--- config.mk ---
export PLATFORM = sky130hd
export DESIGN_NAME = instr_fetch_unit
export DESIGN_NICKNAME = d
export VERILOG_FILES = /design/src/rtl/fetch_pkg.sv /design/src/rtl/fetch_fifo.sv /design/src/rtl/instr_fetch_unit.sv
export SDC_FILE = /design/constraint.sdc
export NUM_CORES = 1
export LEC_CHECK = 0
export BUFFER_PORTS_ARGS = -buffer_cell sky130_fd_sc_hd__buf_2
export CORE_MARGIN = 2
export CORE_UTILIZATION = 64
export DETAILED_ROUTE_END_ITERATION = 12
export GPL_ROUTABILITY_DRIVEN = 0
export PLACE_DENSITY = 0.82
export SLEW_MARGIN = 25
export SYNTH_ARGS = -nofsm -noshare
export SYNTH_HDL_FRONTEND = slang
export SYNTH_SLANG_ARGS = --single-unit
--- constraint.sdc ---
create_clock -name clk -period 5.05 [get_ports clk]
set_input_delay 0.505 -clock clk [delete_from_list [all_inputs] [get_ports clk]]
set_output_delay 0.505 -clock clk [all_outputs]
set_load 0.03 [all_outputs]
--- src/rtl/fetch_pkg.sv ---
// Shared widths, constants and the prefetch queue entry type for the fetch unit.
// Latency: none (declarations only).
// Backpressure: n/a.
package fetch_pkg;

    localparam int DATA_W = 16;
    localparam int ADDR_W = 16;

    // Returned for fetches beyond the end of the instruction memory.
    localparam logic [DATA_W-1:0] NOP_WORD = 16'h0000;

    // Default first fetch address after reset.
    localparam logic [ADDR_W-1:0] RESET_PC_DEF = 16'h0000;

    // One queued instruction as delivered to decode.
    typedef struct packed {
        logic [DATA_W-1:0] instr;
        logic [ADDR_W-1:0] pc;
        logic              oor;
    } fetch_entry_t;

endpackage

--- src/rtl/fetch_fifo.sv ---
// Synchronous FIFO of fetch entries with flush; head is read combinationally.
// Latency: a pushed entry becomes visible at the head on the following cycle.
// Backpressure: none internally; the producer must hold pushes off when full.
//
// Ports: clk, flush_i (clears contents, has priority), push_i/push_dat_i,
//        pop_i, head_o (current head entry), count_o (occupancy 0..DEPTH).
module fetch_fifo
    import fetch_pkg::*;
#(
    parameter int DEPTH = 4
) (
    input  logic                       clk,
    input  logic                       flush_i,
    input  logic                       push_i,
    input  fetch_entry_t               push_dat_i,
    input  logic                       pop_i,
    output fetch_entry_t               head_o,
    output logic [$clog2(DEPTH):0]     count_o
);

    localparam int PTR_W = $clog2(DEPTH);
    localparam int CNT_W = PTR_W + 1;

    fetch_entry_t       store_q [DEPTH];
    logic [PTR_W-1:0]   wr_ptr_q, wr_ptr_d;
    logic [PTR_W-1:0]   rd_ptr_q, rd_ptr_d;
    logic [CNT_W-1:0]   cnt_q,    cnt_d;

    always_comb begin
        wr_ptr_d = wr_ptr_q;
        rd_ptr_d = rd_ptr_q;
        cnt_d    = cnt_q;
        if (flush_i) begin
            wr_ptr_d = '0;
            rd_ptr_d = '0;
            cnt_d    = '0;
        end else begin
            // DEPTH is a power of two, so pointers wrap naturally.
            if (push_i) wr_ptr_d = wr_ptr_q + PTR_W'(1);
            if (pop_i)  rd_ptr_d = rd_ptr_q + PTR_W'(1);
            if (push_i && !pop_i)      cnt_d = cnt_q + CNT_W'(1);
            else if (!push_i && pop_i) cnt_d = cnt_q - CNT_W'(1);
        end
    end

    always_ff @(posedge clk) begin
        wr_ptr_q <= wr_ptr_d;
        rd_ptr_q <= rd_ptr_d;
        cnt_q    <= cnt_d;
        if (push_i && !flush_i) store_q[wr_ptr_q] <= push_dat_i;
    end

    assign head_o  = store_q[rd_ptr_q];
    assign count_o = cnt_q;

    // The credit scheme upstream must never let a push land on a full queue.
    a_no_overflow: assert property (@(posedge clk) disable iff (flush_i)
        !(push_i && (cnt_q == CNT_W'(DEPTH))));

endmodule

--- src/rtl/instr_fetch_unit.sv ---
// Writable instruction memory with a credit-limited prefetch queue feeding decode.
// Latency: first instruction valid two cycles after reset release or redirect; then 1/cycle.
// Backpressure: out_ready low holds the head stable; prefetch stops once queued+in-flight fill the queue.
//
// Ports: clk/rst (sync, active high); prog_we/prog_addr/prog_data load the memory;
//        redirect_valid/redirect_pc restart fetch; out_valid/out_ready handshake
//        with out_instr/out_pc/out_oor describing the head instruction.
module instr_fetch_unit
    import fetch_pkg::*;
#(
    parameter int                DEPTH      = 32,
    parameter int                FIFO_DEPTH = 4,
    parameter logic [ADDR_W-1:0] RESET_PC   = RESET_PC_DEF
) (
    input  logic              clk,
    input  logic              rst,
    input  logic              prog_we,
    input  logic [ADDR_W-1:0] prog_addr,
    input  logic [DATA_W-1:0] prog_data,
    input  logic              redirect_valid,
    input  logic [ADDR_W-1:0] redirect_pc,
    output logic              out_valid,
    input  logic              out_ready,
    output logic [DATA_W-1:0] out_instr,
    output logic [ADDR_W-1:0] out_pc,
    output logic              out_oor
);

    localparam int MEM_AW = $clog2(DEPTH);
    localparam int CNT_W  = $clog2(FIFO_DEPTH) + 1;

    logic [DATA_W-1:0] mem_q [DEPTH];
    logic [ADDR_W-1:0] fetch_pc_q, fetch_pc_d;
    logic              inflight_q, inflight_d;
    fetch_entry_t      rd_q;

    logic              restart;
    logic [ADDR_W-1:0] fetch_word;
    logic              fetch_oor;
    logic [ADDR_W-1:0] prog_word;
    logic              prog_oor;
    logic [CNT_W-1:0]  fifo_count;
    logic [CNT_W-1:0]  occupancy;
    logic              issue;
    logic              fifo_empty;
    logic              pop;
    logic              fifo_push;
    logic              fifo_pop;
    fetch_entry_t      fifo_head;
    fetch_entry_t      head;

    // Reset and redirect both discard queued and in-flight words.
    assign restart = rst | redirect_valid;

    assign fetch_word = fetch_pc_q >> 1;
    assign fetch_oor  = (fetch_word >= ADDR_W'(DEPTH));
    assign prog_word  = prog_addr >> 1;
    assign prog_oor   = (prog_word >= ADDR_W'(DEPTH));

    // Credits count the registered occupancy only, so a pop this cycle does
    // not free a slot until the next one.
    assign occupancy = fifo_count + CNT_W'(inflight_q);
    assign issue     = !restart && (occupancy < CNT_W'(FIFO_DEPTH));

    // The read register acts as a bypass stage: while the queue is empty the
    // word just read is offered to decode directly, which is what gives the
    // two-cycle restart latency and one-per-cycle streaming.
    assign fifo_empty = (fifo_count == '0);
    assign head       = fifo_empty ? rd_q : fifo_head;
    assign out_valid  = !fifo_empty || inflight_q;
    assign pop        = out_valid && out_ready;
    // A word consumed straight from the read register never enters the queue.
    assign fifo_push  = inflight_q && !(fifo_empty && pop) && !restart;
    assign fifo_pop   = pop && !fifo_empty && !restart;

    fetch_fifo #(
        .DEPTH (FIFO_DEPTH)
    ) u_fifo (
        .clk        (clk),
        .flush_i    (restart),
        .push_i     (fifo_push),
        .push_dat_i (rd_q),
        .pop_i      (fifo_pop),
        .head_o     (fifo_head),
        .count_o    (fifo_count)
    );

    always_comb begin
        fetch_pc_d = fetch_pc_q;
        inflight_d = issue;
        if (rst) begin
            fetch_pc_d = RESET_PC;
            inflight_d = 1'b0;
        end else if (redirect_valid) begin
            fetch_pc_d = redirect_pc & ~ADDR_W'(1);
            inflight_d = 1'b0;
        end else if (issue) begin
            fetch_pc_d = fetch_pc_q + ADDR_W'(2);
        end
    end

    always_ff @(posedge clk) begin
        fetch_pc_q <= fetch_pc_d;
        inflight_q <= inflight_d;
    end

    // Synchronous read; data is only meaningful while inflight_q is set.
    always_ff @(posedge clk) begin
        if (issue) begin
            rd_q.instr <= fetch_oor ? NOP_WORD : mem_q[fetch_word[MEM_AW-1:0]];
            rd_q.pc    <= fetch_pc_q;
            rd_q.oor   <= fetch_oor;
        end
    end

    // Nonblocking write alongside the read above gives read-before-write on
    // a same-index collision. Memory is deliberately untouched by reset.
    always_ff @(posedge clk) begin
        if (prog_we && !prog_oor) mem_q[prog_word[MEM_AW-1:0]] <= prog_data;
    end

    assign out_instr = out_valid ? head.instr : NOP_WORD;
    assign out_pc    = out_valid ? head.pc    : '0;
    assign out_oor   = out_valid ? head.oor   : 1'b0;

endmodule

==> out/metrics.yaml <==
outcome:
  run_status: "finished clean"
place:
  port-buffer-count: 83
  placed_cell_area_sq_mm: 0.02862
  dp.final_hpwl_microns: 35260
  pre_cts_ws_ns: 1.844
  dp.cells: 2114
synthesis:
  synth_xor_area_share_pct: 0.2490
  syn-cell-area_sq_mm: 0.02764
  synth_top_flop_cell: "edfxtp_1"
  ys_ff_latch: 697
  postSynth.asyncResetShare_pct: 0
  ys_seq_area_share_pct: 74.83
  synth_enable_flop_cells: 672
  yosys.area.top_type_share_pct: 73.02
  netlist_top_cells_area: "edfxtp_1, mux4_2, mux2i_1"
  syn-num-nets: 1543
  yosys.area.top_type: "edfxtp_1"
  yosys-mux-area-fraction_pct: 12.70
  synth_warnings: 0
  syn_avg_cell_area_sq_um: 18.65
  synthMostInstantiatedCell: "edfxtp_1"
  synthTopCellsByCount: "edfxtp_1, nand2_1, mux4_2"
  yosys.area_share.adder_pct: 0.3894
  synth_compound_gate_area_share_pct: 4.976
  post_synthesis_cell_count: 1482
  synth_area_in_simple_gates_pct: 4.468
  dominant_combinational_cell_family_by_area_after_synthesis: "multiplexers"
  distinct_cell_type_count_after_synthesis: 63
critical_path:
  worstSetupStartpointType: "flip-flop"
  timing.critical_path.fanout_max: 18
  reg2reg_launch_point: "fetch_pc_q[1]"
  cp_data_required_time_ns: 4.55
  worstPathArrival_ns: 2.85
  critical_path_class: "flip-flop to output pin"
  worstSetupEndpointType: "output pin"
  worstRegToRegCells: 5
  worst_reg2reg_path_endpoint: "rd_q[25]"
  register_to_register_setup_slack_ns: 1.79
  cp-endpoint: "out_instr[3]"
cts:
  cts_hold_buf: 0
  clk_pin_slew_ns: 0.06
  clock_tree_from_tritoncts: "done"
  clock_tree.htree_level_count: 3
  total_clock_buffers_created_by_cts: 68
  latest_clock_arrival_within_the_worst_skew_pair_ns: 0.59
  postCtsResizedCells: 0
  cts_setup_buffers: 0
  cts.path.max_buffers: 3
  numClockSinks: 697
  ctsRootBufferMaster: "clkbuf_16"
sta:
  slew_headroom_pct: 22.03
  clock_skew_ns: 0.02233
  final.hold.worst_slack_ns: 0.2239
  fin_crit_sh_pct: 66.42
  setup_ws_ns: 1.696
  timing.final.max_slew_violations: 0
  tightest_slew_ns: 1.165
  max_freq_ghz: 0.2981
  report.final.hold_viol_count: 0
  timing.final.crit_period_ns: 3.354
  setup_viol: 0
  setup-tns-final_ns: 0
  unrepaired_setup_endpoints_after_global_routing: "false"
layout:
  layout.cell_area.non_filler_sq_mm: 0.03068
  num-nets-final: 1660
  insertedDiodeCount: 0
  share_of_post_route_cells_with_drive_strength_above_1_pct: 21.92
  layout.cells.non_filler: 2227
  area_growth_syn_to_layout_pct: 11.00
  finish.utilization_pct: 71.53
routing:
  dr_total_vias: 14607
  detail_route.vias_per_cell: 6.559
  drt_pass1_iterations: 6
  postRouteAntennaNets: 0
  post_drt_wl_per_cell_microns: 27.33
  dr.first_iter.drc_count: 1726
  drc: 0
  wl_microns: 60870
die:
  chipWidth_microns: 211.8
  die_outline_height_microns: 211.8
  design.die.area_sq_mm: 0.04486
  core-area_sq_mm: 0.04289
  rows: 76
  io-pin-count: 87
  initial_utilization_pct: 64.44
pwr:
  pwr_density_cell_mw_per_mm2: 384.9
  power_leakage_nw: 9.814
  vdd_drop_max_uv: 348.1
  p_total_mw: 11.81
global_routing:
  grt_util_all_layers_pct: 27.64
  grt_max_degree: 69
  antenna_found_initial: 0
  global_route.overflow_total: 0
  number_of_global_route_vias_before_repair: 14757
  wire_length_of_the_first_global_routing_pass_microns: 90320
worst_hold_path:
  worst_hold_path_type: "input port to flip-flop"
job:
  drv.max_cap_violation_count: 0
## registers in the layout (all words and copies together) (netlist names), named ones only
name / flops
fetch_pc_q: 15
inflight_q: 1
mem_q: 512
rd_q: 32
u_fifo.count_o: 3
u_fifo.rd_ptr_q: 2
u_fifo.store_q: 128
u_fifo.wr_ptr_q: 2
## power by group
part / internal [mW] / switching [mW]
Sequential: 6.36 / 0.0775
Clock: 2.70 / 2.04
Combinational: 0.231 / 0.394
Total: 9.29 / 2.52
## layout make-up
type                       count  area [sq um]
clock buffer                  80          1810
sequential                   697         20690
fill                        2451         12210
tap                          585         732.0
clock inverter                33         232.7
multi-input combinational    683          6330
inverter                      15         56.30
timing repair buffer         134         823.3
## layer usage
layer / wire, microns / GRT usage [%] / vias up
li1: - / - / 6177
met1: 23190 / 37.30 / 7391
met2: 29520 / 44.71 / 872
met3: 5783 / 5.741 / 167
met4: 2374 / 11.41 / 0
met5: 0 / 0 / -
## worst min path at each step
stage | endpoint | cells after the start | from
floorplan | rd_q[6] | 0 | fetch_pc_q[5]
global placement | rd_q[6] | 0 | fetch_pc_q[5]
detailed placement | rd_q[6] | 0 | fetch_pc_q[5]
CTS | fetch_pc_q[12] | 3 | redirect_pc[12]
global route | fetch_pc_q[6] | 3 | redirect_pc[6]
finish | fetch_pc_q[12] | 3 | redirect_pc[12]
## worst max-delay path, stage by stage (launching register included)
cell     delay [ns]
dfxtp_2        0.82
buf_4          0.44
mux4_2         0.54
nand2_1        0.08
o21ai_0        0.14
buf_2          0.24
## cell families (layout without fill, tap and decap cells)
family          Yosys count  count (layout)
simple gates            267             267
compound gates          186             186
buf+inv                 102             262
xor+xnor                  7               7
other cells               1               1
mux                     214             214
fa+ha+maj                 8               8
flops                   697             697
## cell usage in the layout (no fill, tap or decap), drive strengths merged, types with 4 or more instances in the layout
cell type and instances:
a2111oi 15, or3 4, nand4 5, a211oi 28, nor2b 21, mux2i 104, xor2 5, a311oi 9
o31ai 5, o221ai 5, clkbuf 80, a21o 10, nor2 61, nor3 4, o21ai 35, a22oi 35
edfxtp 672, a41oi 10, a22o 5, nor4 7, and2 8, o22ai 6, a21oi 14, mux4 109
nand2 127, nand3 11, ha 7, buf 134, inv 16, clkinv 29, dfxtp 25, or2 4
Note: power is estimated with default switching activity, not from simulation.
